==> config.mk <==
export PLATFORM = sky130hd
export DESIGN_NAME = dve_err_irq_ctrl
export DESIGN_NICKNAME = d
export VERILOG_FILES = /design/src/rtl/dve_err_pkg.sv /design/src/rtl/dve_err_sat_cnt.sv /design/src/rtl/dve_err_irq_ctrl.sv
export SDC_FILE = /design/constraint.sdc
export NUM_CORES = 1
export LEC_CHECK = 0
export ABC_AREA = 1
export ABC_CLOCK_PERIOD_IN_PS = 3400
export CORE_UTILIZATION = 36
export CTS_BUF_LIST = sky130_fd_sc_hd__clkbuf_4
export CTS_CLUSTER_DIAMETER = 60
export DETAILED_ROUTE_END_ITERATION = 7
export PLACE_DENSITY = 0.64
export RECOVER_POWER = 25
export SYNTH_ARGS = -nofsm -noshare
export SYNTH_HDL_FRONTEND = slang
export SYNTH_SLANG_ARGS = --single-unit
==> constraint.sdc <==
create_clock -name clk -period 3.4 [get_ports clk]
set_input_delay 0.68 -clock clk [delete_from_list [all_inputs] [get_ports clk]]
set_output_delay 0.68 -clock clk [all_outputs]
set_load 0.05 [all_outputs]
==> src/rtl/dve_err_pkg.sv <==
// Shared types and constants for the DVE ECC error-reporting controller.
// Latency: n/a (types, constants and pure combinational helpers only).
// Backpressure: n/a.
package dve_err_pkg;

    // Source indices and sizing the log struct is built for.
    localparam int NSRC_MAX = 2;
    localparam int SRC_RTT  = 0;
    localparam int SRC_HTT  = 1;
    localparam int ERR_AW   = 20;
    localparam int ERR_SW   = (NSRC_MAX > 1) ? $clog2(NSRC_MAX) : 1;
    // Width of a per-cycle popcount over all sources (0..NSRC_MAX).
    localparam int PCW      = $clog2(NSRC_MAX + 1);

    typedef enum logic {ERR_C = 1'b0, ERR_UC = 1'b1} err_class_e;
    typedef enum logic {IDLE = 1'b0, ASSERTED = 1'b1} irq_state_e;
    typedef enum logic {CLR_IDLE = 1'b0, CLR_ACK = 1'b1} clr_state_e;

    typedef struct packed {
        logic              vld;
        logic              uc;
        logic [ERR_SW-1:0] src;
        logic [ERR_AW-1:0] addr;
    } err_log_t;

    // Interrupt state transition: a qualified, enabled event wins over a clear,
    // so an error arriving in the clear cycle keeps the interrupt raised.
    function automatic irq_state_e irq_next(input irq_state_e cur, input logic evt,
                                            input logic en, input logic clr);
        irq_state_e nxt;
        nxt = cur;
        if (evt && en) begin
            nxt = ASSERTED;
        end else if (clr) begin
            nxt = IDLE;
        end
        return nxt;
    endfunction

    // Number of set bits in a source event vector.
    function automatic logic [PCW-1:0] popcnt(input logic [NSRC_MAX-1:0] v);
        logic [PCW-1:0] c;
        c = '0;
        for (int i = 0; i < NSRC_MAX; i++) begin
            c = c + {{(PCW-1){1'b0}}, v[i]};
        end
        return c;
    endfunction

endpackage

==> src/rtl/dve_err_sat_cnt.sv <==
// Saturating up-counter with variable increment and synchronous clear.
// Latency: 1 cycle from inc/clr to cnt; cnt_nxt exposes the value being loaded.
// Backpressure: none; clear and increment in one cycle yields the increment alone.
module dve_err_sat_cnt #(
    parameter int W  = 32,
    parameter int IW = 1
) (
    input  logic          clk,
    input  logic          reset,
    input  logic          clr,
    input  logic [IW-1:0] inc,
    output logic [W-1:0]  cnt,
    output logic [W-1:0]  cnt_nxt
);

    logic [W-1:0] base;
    logic [W:0]   sum;

    // Clear first, then add; carry out of W bits means saturate at all-ones.
    always_comb begin
        base    = clr ? '0 : cnt;
        sum     = {1'b0, base} + {{(W + 1 - IW){1'b0}}, inc};
        cnt_nxt = sum[W] ? '1 : sum[W-1:0];
    end

    // Counter register.
    always_ff @(posedge clk) begin
        if (reset) begin
            cnt <= '0;
        end else begin
            cnt <= cnt_nxt;
        end
    end

endmodule

==> src/rtl/dve_err_irq_ctrl.sv <==
// Error counters, first-error log and IRQ_C/IRQ_UC for the DVE ECC memories.
// Latency: error pulse at cycle N visible at N+1; clear ack one cycle after req.
// Backpressure: req while ack is pending is dropped; DVE_ERR_RESILIENCY_EN adds fault outputs.
module dve_err_irq_ctrl
    import dve_err_pkg::*;
#(
    parameter int NSRC = 2,
    parameter int CW   = 32,
    parameter int AW   = 20
) (
    input  logic                                  clk,
    input  logic                                  reset,
    input  logic [NSRC-1:0]                       src_sbe_vld,
    input  logic [NSRC-1:0]                       src_dbe_vld,
    input  logic [NSRC*AW-1:0]                    src_err_addr,
    input  logic                                  csr_irq_c_en,
    input  logic                                  csr_irq_uc_en,
    input  logic                                  csr_clr_req,
    input  logic [1:0]                            csr_clr_sel,
    output logic                                  csr_clr_ack,
    input  logic [9:0]                            csr_cerr_threshold,
    output logic                                  irq_c,
    output logic                                  irq_uc,
    output logic [NSRC*CW-1:0]                    single_bit_count,
    output logic [NSRC*CW-1:0]                    double_bit_count,
    output logic                                  err_log_vld,
    output logic                                  err_log_uc,
    output logic [(NSRC > 1 ? $clog2(NSRC) : 1)-1:0] err_log_src,
    output logic [AW-1:0]                         err_log_addr,
    output logic [15:0]                           cerr_counter,
    output logic                                  cerr_over_thres_fault,
    output logic                                  fault_mission_fault,
    output logic                                  fault_latent_fault
);

    // A double-bit error masks a simultaneous single-bit error on that source.
    logic [NSRC-1:0] c_evt;
    logic [NSRC-1:0] uc_evt;
    assign c_evt  = src_sbe_vld & ~src_dbe_vld;
    assign uc_evt = src_dbe_vld;

    // ---------------- clear handshake ----------------
    clr_state_e clr_q, clr_d;
    logic       clr_accept;
    logic       clr_c;
    logic       clr_uc;

    // Clear FSM next state: a request is accepted only from CLR_IDLE.
    always_comb begin
        clr_d      = clr_q;
        clr_accept = 1'b0;
        case (clr_q)
            CLR_IDLE: begin
                if (csr_clr_req) begin
                    clr_d      = CLR_ACK;
                    clr_accept = 1'b1;
                end
            end
            CLR_ACK:  clr_d = CLR_IDLE;
            default:  clr_d = CLR_IDLE;
        endcase
    end

    // Clear FSM state register.
    always_ff @(posedge clk) begin
        if (reset) begin
            clr_q <= CLR_IDLE;
        end else begin
            clr_q <= clr_d;
        end
    end

    assign clr_c       = clr_accept & csr_clr_sel[0];
    assign clr_uc      = clr_accept & csr_clr_sel[1];
    assign csr_clr_ack = (clr_q == CLR_ACK);

    // ---------------- per-source counters ----------------
    logic [CW-1:0] sb_nxt_unused [NSRC];
    logic [CW-1:0] db_nxt_unused [NSRC];

    for (genvar gi = 0; gi < NSRC; gi++) begin : g_src
        dve_err_sat_cnt #(.W(CW), .IW(1)) u_sb_cnt (
            .clk     (clk),
            .reset   (reset),
            .clr     (clr_c),
            .inc     (c_evt[gi]),
            .cnt     (single_bit_count[gi*CW +: CW]),
            .cnt_nxt (sb_nxt_unused[gi])
        );
        dve_err_sat_cnt #(.W(CW), .IW(1)) u_db_cnt (
            .clk     (clk),
            .reset   (reset),
            .clr     (clr_uc),
            .inc     (uc_evt[gi]),
            .cnt     (double_bit_count[gi*CW +: CW]),
            .cnt_nxt (db_nxt_unused[gi])
        );
    end

    // ---------------- interrupt FSMs ----------------
    irq_state_e irq_c_q, irq_c_d;
    irq_state_e irq_uc_q, irq_uc_d;

    // Interrupt FSM next state for both classes.
    always_comb begin
        irq_c_d  = irq_next(irq_c_q, |c_evt, csr_irq_c_en, clr_c);
        irq_uc_d = irq_next(irq_uc_q, |uc_evt, csr_irq_uc_en, clr_uc);
    end

    // Interrupt FSM state registers.
    always_ff @(posedge clk) begin
        if (reset) begin
            irq_c_q  <= IDLE;
            irq_uc_q <= IDLE;
        end else begin
            irq_c_q  <= irq_c_d;
            irq_uc_q <= irq_uc_d;
        end
    end

    // Enable masks the output only; the pending state survives a disable.
    assign irq_c  = (irq_c_q == ASSERTED) & csr_irq_c_en;
    assign irq_uc = (irq_uc_q == ASSERTED) & csr_irq_uc_en;

    // ---------------- first-error log ----------------
    err_log_t        log_q, log_d;
    logic            cand_vld;
    logic            cand_uc;
    logic [NSRC-1:0] cand_pick;
    logic [ERR_SW-1:0] cand_src;
    logic [AW-1:0]   cand_addr;
    logic            log_hit_clr;

    // Pick the capture candidate (UC first, lowest source) and update the log.
    always_comb begin
        cand_uc   = |uc_evt;
        cand_vld  = (|uc_evt) | (|c_evt);
        cand_pick = cand_uc ? uc_evt : c_evt;
        cand_src  = '0;
        cand_addr = src_err_addr[AW-1:0];
        for (int i = NSRC - 1; i >= 0; i--) begin
            if (cand_pick[i]) begin
                cand_src  = i[ERR_SW-1:0];
                cand_addr = src_err_addr[i*AW +: AW];
            end
        end

        log_hit_clr = log_q.vld & (log_q.uc ? clr_uc : clr_c);
        log_d       = log_q;
        if (log_hit_clr) begin
            log_d.vld = 1'b0;
        end
        // Load into an empty log, or upgrade a correctable log to uncorrectable.
        if (cand_vld && (!log_d.vld || (cand_uc && !log_d.uc))) begin
            log_d.vld  = 1'b1;
            log_d.uc   = cand_uc;
            log_d.src  = cand_src;
            log_d.addr = cand_addr;
        end
    end

    // Log register.
    always_ff @(posedge clk) begin
        if (reset) begin
            log_q <= '0;
        end else begin
            log_q <= log_d;
        end
    end

    assign err_log_vld  = log_q.vld;
    assign err_log_uc   = log_q.uc;
    assign err_log_src  = log_q.src;
    assign err_log_addr = log_q.addr;

    // ---------------- resiliency ----------------
`ifdef DVE_ERR_RESILIENCY_EN
    logic [15:0] cerr_nxt;
    logic        over_q;

    dve_err_sat_cnt #(.W(16), .IW(PCW)) u_cerr_cnt (
        .clk     (clk),
        .reset   (reset),
        .clr     (clr_c),
        .inc     (popcnt(c_evt)),
        .cnt     (cerr_counter),
        .cnt_nxt (cerr_nxt)
    );

    // Sticky threshold fault, compared against the value being loaded so the
    // fault rises in the same cycle the counter crosses the threshold.
    always_ff @(posedge clk) begin
        if (reset) begin
            over_q <= 1'b0;
        end else begin
            over_q <= (over_q & ~clr_c) |
                      ((csr_cerr_threshold != 10'd0) && (cerr_nxt > {6'd0, csr_cerr_threshold}));
        end
    end

    assign cerr_over_thres_fault = over_q;
    assign fault_latent_fault    = over_q;
    assign fault_mission_fault   = (irq_uc_q == ASSERTED);
`else
    logic thr_unused;
    assign thr_unused            = ^csr_cerr_threshold;
    assign cerr_counter          = 16'd0;
    assign cerr_over_thres_fault = 1'b0;
    assign fault_latent_fault    = 1'b0;
    assign fault_mission_fault   = 1'b0;
`endif

endmodule
==> results.py <==
metrics = {
    "grt": {
        "grt_pass1_wl_um": 44590,
        "antenna_found_initial": 1,
        "first_global_vias": 9111,
        "gr-total-overflow": 0,
        "grt_usage_pct": 20.65,
        "grt_max_degree": 71,
    },
    "placed_design": {
        "portBuffers": 204,
        "gp_congestion": 0.9103,
        "dp_hpwl_um": 20040,
        "place_ws_ns": 0.1267,
    },
    "cells_and_area": {
        "most-common-layout-cells": "nand2_1, nand3_1, nor2_1, inv_1, clkdlybuf4s50_1",
        "fin_nets": 1817,
        "drive_gt1_share_pct": 4.491,
        "fill_cells": 2763,
        "syn_to_final_growth_pct": 27.39,
        "final_common_cell": "nand2_1",
        "fin_util_pct": 46.60,
    },
    "timing": {
        "fmaxAchievable_mhz": 348.4,
        "setup_ws_ns": 0.5299,
        "whs_ns": 0.4804,
        "period_share_pct": 84.41,
        "worstMarginPinSlew_ns": 1.641,
        "slew_headroom_pct": -9.389,
        "fin_crit_ns": 2.870,
        "finalHoldViolCount": 0,
        "tns_ns": 0,
        "skew_ns": 0.03085,
        "finalSetupViolCount": 0,
        "slew_viol_final": 71,
        "rsz0062_at_grt": "no",
    },
    "clock_network": {
        "insertion_delay_ns": 0.57,
        "cts_resized": 0,
        "postCtsSetupBuffers": 0,
        "cts-root-buf": "clkbuf_4",
        "cts_buffer_depth": 2,
        "cts_hold_buf": 0,
        "cts_sinks": 154,
        "cts_made_buffers": 17,
        "cts_tree": "built",
        "clk_pin_slew_ns": 0.13,
        "htree_levels": 4,
    },
    "outcome": {
        "violations": "max-capacitance violations, max-slew violations",
        "status": "finished with violations",
    },
    "floorplan": {
        "rows": 59,
        "die_area_sq_um": 26980,
        "die_x_um": 164.3,
        "ioPinCount": 234,
        "fp.dieH_um": 164.3,
        "core-area_sq_um": 25910,
        "start_util_pct": 36.58,
    },
    "setup_path": {
        "crit_required_ns": 3.89,
        "crit_top_cell": "nand3_1",
        "critical_path_arrival_ns": 3.36,
        "path_max_fanout": 19,
        "crit_slowest_cell": "dlygate4sd3_1",
        "end_kind": "flop",
        "path_class": "input port to flop",
        "worstPathCellList": "dlygate4sd3_1, nand3_1, nand2_1, inv_1, ha_1, nand3_1, nor2_1, nand2_2, nor2_4, nand3_2, buf_4, nand3_1, nand2_1, inv_1",
        "timing.rr.start": "csr_clr_ack",
        "setup.worst_path.start": "csr_clr_req",
        "critPathLaunchType": "input port",
        "max_stage_delay_ns": 0.61,
    },
    "synthesis": {
        "yosysUniqueCellTypes": 26,
        "synthCells": 1560,
        "synth_flop_cell": "dfxtp_1",
        "ys_seq_area_share_pct": 32.52,
        "syn_area_per_cell_sq_um": 6.076,
        "async_flop_share_pct": 0,
        "synth_edf_count": 0,
        "ys_warn_count": 0,
        "ys_ff_latch": 154,
        "syn_area_sq_um": 9479,
    },
    "power_and_ir_drop": {
        "p_leak_nw": 5.403,
        "powerDensity_nw_per_um2": 308.9,
        "vdd_drop_max_mv": 0.2145,
    },
    "detailed_routing": {
        "drt_iter0_drc": 698,
        "via_per_inst": 4.822,
        "dr.pass1.iters": 5,
        "route.detailed.drc": 0,
        "ant_nets": 0,
        "routedWlPerCell_um": 13.18,
        "routed_wl_um": 27610,
        "vias": 10102,
    },
    "min_path": {
        "hold_class": "flop to flop",
        "min_from": "irq_uc_q",
    },
    "job": {
        "max-cap-violations": 1,
    },
}
-- sequential cells by signal, summed over array words and instances (netlist names) --
signal              count
csr_clr_ack             1
err_log_uc              1
err_log_addr           20
irq_c_q                 1
g_src.u_sb_cnt.cnt     64
g_src.u_db_cnt.cnt     64
err_log_src             1
err_log_vld             1
irq_uc_q                1
-- Yosys cell counts, types with 5 or more instances --
master,number,area share (%)
a21oi_1,71,3.7
buf_2,16,0.84
buf_4,22,1.7
buf_6,16,1.9
clkbuf_1,25,0.99
dfxtp_1,154,33
ha_1,8,1.1
inv_1,190,7.5
nand2_1,486,19
nand3_1,240,13
nand3_2,5,0.53
nand4_1,6,0.40
nor2_1,212,8.4
nor2_2,9,0.59
o21ai_0,29,1.5
o21bai_1,7,0.55
xnor2_1,9,0.83
xor2_1,33,3.0
-- kinds of logic (layout without fill, tap and decap cells) --
kind of cell	after synthesis	in the layout	share of synthesized area, %
xor gates and xnor gates	42	42	3.881
DFF	154	154	32.52
adders and majority gates	8	8	1.056
AOI/OAI and AO/OA	108	108	5.913
and+or+nand+nor	975	975	43.47
buffers and inverters	272	453	13.12
other	1	20	0.03956
-- final timing paths --
| kind | end | slack (ns) | cells after the start |
|---|---|---|---|
| min reg2reg | irq_uc_q | 0.48 | 2 |
| max reg2reg | g_src[0].u_sb_cnt.cnt[17] | 0.88 | 14 |
| min | irq_uc_q | 0.48 | 2 |
| max | g_src[0].u_sb_cnt.cnt[17] | 0.53 | 14 |
-- through the flow --
step	cells	area [sq um]	total power, mW
after floorplan	1578	9547	2.260
after global placement	2064	11770	2.427
after detailed placement	2064	11770	2.429
after CTS	2094	12100	3.796
after global routing	2095	12080	3.891
final	2095	12080	3.730
-- layer usage --
layer	wire, um	GRT usage [%]
met4	299	5.177
met5	0	0
met3	1690	4.773
met2	12760	34.37
met1	12860	26.71
-- layout make-up --
type / count / area, sq um / area share (%)
Antenna cell: 1 / 2.502 / 0.02072
Clock buffer: 18 / 135.1 / 1.119
Clock inverter: 12 / 196.4 / 1.627
Inverter: 193 / 724.4 / 5.999
Multi-Input combinational cell: 1152 / 5215 / 43.19
Sequential cell: 154 / 3083 / 25.53
Tap cell: 335 / 419.2 / 3.471
Timing Repair Buffer: 230 / 2300 / 19.04
-- critical path, delay by kind of cell --
| kind | cells | cell delay, ns |
|---|---|---|
| and+or+nand+nor | 9 | 1.50 |
| buffers and inverters | 4 | 1.02 |
| adders and majority gates | 1 | 0.17 |
-- power by group --
| group | total, mW | internal, mW | leakage (nW) | switching (mW) |
|---|---|---|---|---|
| Clock | 1.36 | 0.657 | 0.172 | 0.700 |
| Combinational | 0.513 | 0.161 | 3.98 | 0.352 |
| Sequential | 1.86 | 1.84 | 1.25 | 0.0182 |
| Total | 3.73 | 2.66 | 5.40 | 1.07 |
Note: power is estimated with default switching activity, not from simulation.
